**config.mk**
```make
export PLATFORM = sky130hd
export DESIGN_NAME = arith_seq_ctrl
export DESIGN_NICKNAME = d
export VERILOG_FILES = /design/src/rtl/arith_seq_pkg.sv /design/src/rtl/arith_seq_ctrl_arth_unit.sv /design/src/rtl/arith_seq_ctrl.sv
export SDC_FILE = /design/constraint.sdc
export NUM_CORES = 1
export LEC_CHECK = 0
export CAP_MARGIN = 5
export CELL_PAD_IN_SITES_DETAIL_PLACEMENT = 1
export CELL_PAD_IN_SITES_GLOBAL_PLACEMENT = 2
export CORE_MARGIN = 3
export CORE_UTILIZATION = 37
export DETAILED_ROUTE_END_ITERATION = 8
export GPL_TIMING_DRIVEN = 0
export PLACE_DENSITY = 0.9
export REMOVE_ABC_BUFFERS = 1
export SLEW_MARGIN = 30
export SYNTH_ARGS = -nofsm -noshare
export SYNTH_HDL_FRONTEND = slang
export SYNTH_HIERARCHICAL = 1
export SYNTH_SLANG_ARGS = --single-unit
```
**constraint.sdc**
```tcl
create_clock -name clk -period 2.3 [get_ports clk]
set_input_delay 0.23 -clock clk [delete_from_list [all_inputs] [get_ports clk]]
set_output_delay 0.23 -clock clk [all_outputs]
set_load 0.005 [all_outputs]
```
**src/rtl/arith_seq_pkg.sv**
```systemverilog
// Shared types, opcode encodings and carry/operand selection helpers for the
// bit-serial arithmetic sequencer.
package arith_seq_pkg;

    typedef enum logic [1:0] {
        IDLE = 2'd0,
        RUN  = 2'd1,
        DONE = 2'd2
    } state_t;

    localparam logic [2:0] OP_ADD  = 3'b000;
    localparam logic [2:0] OP_SUB  = 3'b001;
    localparam logic [2:0] OP_INC  = 3'b010;
    localparam logic [2:0] OP_SUB2 = 3'b011;
    localparam logic [2:0] OP_PASS = 3'b100;
    localparam logic [2:0] OP_DEC  = 3'b101;
    localparam logic [2:0] OP_ADC  = 3'b110;
    localparam logic [2:0] OP_ADC2 = 3'b111;

    function automatic logic init_carry(input logic [2:0] opsel, input logic cin);
        logic c;
        case (opsel)
            OP_ADD:  c = 1'b0;
            OP_SUB:  c = 1'b1;
            OP_INC:  c = 1'b1;
            OP_SUB2: c = 1'b1;
            OP_PASS: c = 1'b0;
            OP_DEC:  c = 1'b0;
            default: c = cin;
        endcase
        return c;
    endfunction

    // Per-bit B operand seen by the slice; DEC adds all-ones, INC/PASS add zero.
    function automatic logic slice_b(input logic [2:0] opsel, input logic b_bit);
        logic r;
        case (opsel)
            OP_ADD:  r = b_bit;
            OP_SUB:  r = ~b_bit;
            OP_INC:  r = 1'b0;
            OP_SUB2: r = ~b_bit;
            OP_PASS: r = 1'b0;
            OP_DEC:  r = 1'b1;
            default: r = b_bit;
        endcase
        return r;
    endfunction

endpackage

```
**src/rtl/arith_seq_ctrl_arth_unit.sv**
```systemverilog
// One-bit arithmetic slice: full adder stepped once per clock by the sequencer.
module arth_unit (
    input  logic op1_i,
    input  logic op2_i,
    input  logic cin_i,
    output logic sum_o,
    output logic cout_o
);

    assign sum_o  = op1_i ^ op2_i ^ cin_i;
    assign cout_o = (op1_i & op2_i) | (cin_i & (op1_i ^ op2_i));

endmodule

```
**src/rtl/arith_seq_ctrl.sv**
```systemverilog
// Bit-serial sequencer driving one arth_unit slice LSB-first over WIDTH cycles.
// Optional `zero` result flag is enabled by defining ARITH_SEQ_ZERO_FLAG_EN.
module arith_seq_ctrl
    import arith_seq_pkg::*;
#(
    parameter int WIDTH = 8
) (
    input  logic             clk,
    input  logic             rst,
    input  logic             start,
    input  logic [WIDTH-1:0] a,
    input  logic [WIDTH-1:0] b,
    input  logic [2:0]       opsel,
    input  logic             cin,
    input  logic             abort,
    output logic             busy,
    output logic             done,
    output logic [WIDTH-1:0] result,
    output logic             cout,
    output logic             ovf
`ifdef ARITH_SEQ_ZERO_FLAG_EN
    ,
    output logic             zero
`endif
);

    localparam int CW = (WIDTH > 1) ? $clog2(WIDTH) : 1;
    localparam logic [CW-1:0] LAST = CW'(WIDTH - 1);

    state_t           state_q;
    logic [WIDTH-1:0] a_sh_q, b_sh_q, res_sh_q;
    logic [2:0]       op_q;
    logic             carry_q;
    logic [CW-1:0]    cnt_q;
    logic             busy_q, done_q, cout_q, ovf_q;
    logic [WIDTH-1:0] result_q;

    logic             slice_b_bit, slice_sum, slice_co;
    logic [WIDTH-1:0] res_sh_d;

    assign slice_b_bit = slice_b(op_q, b_sh_q[0]);
    assign res_sh_d    = {slice_sum, res_sh_q[WIDTH-1:1]};

    arth_unit u_slice (
        .op1_i  (a_sh_q[0]),
        .op2_i  (slice_b_bit),
        .cin_i  (carry_q),
        .sum_o  (slice_sum),
        .cout_o (slice_co)
    );

`ifdef ARITH_SEQ_ZERO_FLAG_EN
    logic zacc_q, zero_q;

    // Zero is the inverse OR of every result bit seen during RUN.
    always_ff @(posedge clk or posedge rst) begin
        if (rst) begin
            zacc_q <= 1'b0;
            zero_q <= 1'b0;
        end else if (state_q != RUN) begin
            if (start) zacc_q <= 1'b0;
        end else if (!abort) begin
            zacc_q <= zacc_q | slice_sum;
            if (cnt_q == LAST) zero_q <= ~(zacc_q | slice_sum);
        end
    end

    assign zero = zero_q;
`endif

    always_ff @(posedge clk or posedge rst) begin
        if (rst) begin
            state_q  <= IDLE;
            a_sh_q   <= '0;
            b_sh_q   <= '0;
            res_sh_q <= '0;
            op_q     <= '0;
            carry_q  <= 1'b0;
            cnt_q    <= '0;
            busy_q   <= 1'b0;
            done_q   <= 1'b0;
            result_q <= '0;
            cout_q   <= 1'b0;
            ovf_q    <= 1'b0;
        end else begin
            case (state_q)
                RUN: begin
                    if (abort) begin
                        state_q <= IDLE;
                        busy_q  <= 1'b0;
                    end else begin
                        a_sh_q   <= a_sh_q >> 1;
                        b_sh_q   <= b_sh_q >> 1;
                        res_sh_q <= res_sh_d;
                        carry_q  <= slice_co;
                        if (cnt_q == LAST) begin
                            // carry_q is the carry into the MSB on this final step.
                            state_q  <= DONE;
                            busy_q   <= 1'b0;
                            done_q   <= 1'b1;
                            result_q <= res_sh_d;
                            cout_q   <= slice_co;
                            ovf_q    <= carry_q ^ slice_co;
                        end else begin
                            cnt_q <= cnt_q + CW'(1);
                        end
                    end
                end
                default: begin
                    done_q <= 1'b0;
                    if (start) begin
                        a_sh_q  <= a;
                        b_sh_q  <= b;
                        op_q    <= opsel;
                        carry_q <= init_carry(opsel, cin);
                        cnt_q   <= '0;
                        busy_q  <= 1'b1;
                        state_q <= RUN;
                    end else begin
                        state_q <= IDLE;
                    end
                end
            endcase
        end
    end

    assign busy   = busy_q;
    assign done   = done_q;
    assign result = result_q;
    assign cout   = cout_q;
    assign ovf    = ovf_q;

endmodule

```
==> Flow_metrics.wiki <==
{| class="wikitable"
! Metric !! Value
|-
| Top-level I/O count || 36
|-
| Proportion of power drawn by flip-flops and latches || 0.435
|-
| Mean area per synthesized cell || roughly 15 um2
|-
| Area fraction in and, or, nand and nor cells after synthesis || 0.0491
|-
| Initial detailed-routing violation count || 34
|-
| Max Slew Vio Count || 0
|-
| Number of enable flip-flop cells after synthesis || 0
|-
| TritonCTS clock tree || done
|-
| Filler-free cell count of the finished design || 246
|-
| Flop-to-flop setup slack || roughly 0.30 ns
|-
| Reg-to-reg endpoint || b_sh_q[0]
|-
| Horizontal die dimension || just over 80 um
|-
| Logic gate share of total power || 0.265
|-
| Worst min path class || input port to async pin
|-
| Leading area contributor after synthesis || sky130_fd_sc_hd__dfrtp_1
|-
| Total clock buffers created by CTS || 5
|-
| Power per cell area || 1020 nW/um2
|-
| Starting density of the core || 0.397
|-
| Area share of xor/xnor cells in the synthesized design || 0.00419
|-
| Total standard cell area after synthesis || 2090 um2
|-
| Switching part of the total power || 0.250
|-
| Placer Congestion || 0.703
|-
| Number of buffer cells added on primary ports || 35
|-
| Combined global-route utilization of all metal layers || 0.139
|-
| Routed wire per std cell || around 16 um
|-
| CTS clock-pin slew for the worst setup and hold paths || 0.08 ns
|-
| Maximum number of pins on one net before global-route repair || 28
|-
| Dominant combinational cell family by area after synthesis || multiplexers
|-
| Cell depth of the worst flop-to-flop path || 3
|-
| Peak supply drop || between 0.5 and 0.6 mV
|-
| Max-cap violations || 0
|-
| Vias in the first global route || 1425
|-
| Die outline height || between 80 and 90 um
|-
| Antenna-violating nets left || 0
|-
| DP HPWL || between 2 and 3 mm
|-
| Layout overhead on the synthesized area || 26.9%
|-
| Result of the run || finished clean
|-
| Final count of hold timing violations || 0
|-
| Total chip power || around 2.7 mW
|-
| Post-synth top cells || sky130_fd_sc_hd__dfrtp_1, sky130_fd_sc_hd__mux2_2, sky130_fd_sc_hd__mux2_4, sky130_fd_sc_hd__nor2_1, sky130_fd_sc_hd__a21oi_1
|-
| Final layout net count || 203
|-
| Number of warnings reported in the yosys synthesis log || 6
|-
| Setup repair after global routing missed its margin || false
|-
| Startpoint-to-endpoint class of the critical path || input port to flop
|-
| Cell with the most instances after synthesis || sky130_fd_sc_hd__dfrtp_1
|-
| Later-pin clock latency in the skew report || around 0.3 ns
|-
| Die footprint || 6590 um2
|-
| Std-Cell Rows || 26
|-
| Share of flip-flops with an asynchronous set or reset after synthesis || 1.00
|-
| Number of clock sinks || 44
|-
| Quantity of gates resized following cts || 0
|-
| Core occupancy in the finished layout || 0.504
|-
| Synth Area in Compound Gates || 0.0539
|-
| Clock tree root buffer cell || sky130_fd_sc_hd__clkbuf_8
|-
| Global-route wire length before repair || just under 7 mm
|-
| Share of cell area taken by muxes after synthesis || 0.304
|-
| Fraction of the cycle the final worst path needs || 0.895
|-
| Count of endpoints failing setup in the final report || 0
|-
| Crit path arrival time || 2.24 ns
|-
| Dominant register cell in the synthesized netlist || sky130_fd_sc_hd__dfrtp_1
|-
| Antenna diode count || 0
|-
| Number of storage elements in the synthesis netlist || between 40 and 50
|-
| CTS max path bufs || 2
|-
| Sequential element share of the synthesized area || 0.527
|-
| Routed wire length || around 4.0 mm
|-
| Overflow left after global routing || 0
|-
| Vias || around 1.2k
|-
| Clock network fraction of total power || 0.299
|-
| Share of the synthesized area in the top cell type || 0.527
|-
| Adder-cell area share of the yosys netlist || 0.0275
|-
| Number of buffers inserted by hold repair at cts || 0
|-
| Kind of launch point of the worst setup path || input port
|-
| Worst Max-Slew Pin Slew || roughly 0.92 ns
|-
| Crit-path max FO || 14
|-
| Placeable Area || approximately 5300 um2
|-
| Fraction of layout instances using a drive strength above 1 || 0.347
|-
| Pre-Repair DR Iteration Count || 2
|-
| FF-to-FF Start || state_q[0]
|-
| Synth top area cells || sky130_fd_sc_hd__dfrtp_1, sky130_fd_sc_hd__mux2_2, sky130_fd_sc_hd__mux2_4
|-
| LEAKAGE || approximately 1.2 nW
|-
| Cell count after placement || approximately 240
|-
| Antenna violations before repair || 0
|-
| Via density || 5.04
|-
| Post CTS Setup Buffer Count || 0
|-
| Placed standard-cell area || between 2000 and 2500 um2
|-
| Distinct cells, synth || 33
|-
| Top achievable clock speed || around 490 MHz
|-
| Summed area of non-filler cells in the final layout || approximately 2700 um2
|-
| CTS H-tree lvls || 2
|-
| Clock tree skew after final layout || about 0.009 ns
|-
| Final critical delay including setup and external delays || around 2.1 ns
|-
| Required time of the critical path || approximately 2.5 ns
|-
| DRC violations left || 0
|-
| Nature of the critical path endpoint || flop
|-
| Switching power summed over all nets || approximately 0.67 mW
|-
| Power Internal || just over 2 mW
|-
| Max_slew headroom || 0.387
|-
| Number of cells produced by synthesis || 138
|}
critical path: stages:
cell	delay [ns]
sky130_fd_sc_hd__clkdlybuf4s50_1	0.52
sky130_fd_sc_hd__nor3b_2	0.79
sky130_fd_sc_hd__a21o_4	0.32
sky130_fd_sc_hd__mux2_2	0.37
kinds of logic after synthesis:
logic type / count (synthesis)
AOI/OAI and AO/OA: 14
xor gates and xnor gates: 1
adders and majority gates: 4
buffers and inverters: 9
DFF: 44
muxes: 51
and+or+nand+nor: 15
power groups by stage:
stage                     sequential, mW  clock [mW]  combinational [mW]
after floorplan                     1.14           0               0.541
after global placement              1.17           0               0.674
after detailed placement            1.19           0               0.725
after CTS                           1.18       0.830               0.733
after global routing                1.21       0.863               0.786
final                               1.17       0.807               0.715
state kept, by name, summed over array words and instances, names as in the netlist:
name      cells
ovf           1
cout          1
op_q          3
res_sh_q      7
b_sh_q        8
busy          1
done          1
carry_q       1
cnt_q         3
result        8
a_sh_q        8
state_q       2
cell type report:
cell class | count | area [um2]
inverters | 3 | 11.3
clock inverters | 3 | 90.1
well taps | 70 | 87.6
multi-input cells | 85 | 917
clock buffers | 5 | 68.8
repair buffers | 36 | 378
flip-flops and latches | 44 | 1100
fillers | 544 | 2620
routing by layer:
| metal | share of wire | track usage | wire length [um] |
|---|---|---|---|
| met5 | 0 | 0 | 0 |
| met4 | 0.011 | 0.0507 | 44 |
| met3 | 0.047 | 0.0355 | 187 |
| met2 | 0.54 | 0.255 | 2180 |
| met1 | 0.40 | 0.154 | 1600 |
layout by cell type, fill, tap and decap left out, drive strengths merged, types with 3 or more instances in the layout:
cell	Yosys	final
a21oi	4	4
bufinv	0	3
clkbuf	0	5
clkdlybuf4s50	0	35
dfrtp	44	44
ha	3	3
inv	3	3
mux2	49	49
nor2	5	5
how the worst max path moves through the flow:
stage	startpoint	to	slack [ns]
3_3_place_gp	abort	a_sh_q[5]	-0.06
6_report	abort	b_sh_q[0]	0.24
2_1_floorplan	op_q[0]	ovf	0.57
3_5_place_dp	abort	b_sh_q[0]	-0.11
4_1_cts	abort	b_sh_q[0]	0.21
5_1_grt	abort	b_sh_q[0]	0.14
through the flow:
step / worst slack, ns / hold WS [ns] / setup TNS, ns
floorplan: 0.572 / 0.328 / 0
global placement: -0.0622 / 0.467 / -0.464
detailed placement: -0.105 / 0.485 / -1.07
CTS: 0.208 / 0.297 / 0
global route: 0.142 / 0.332 / 0
finish: 0.241 / 0.282 / 0
(Power assumes the default switching activity.)
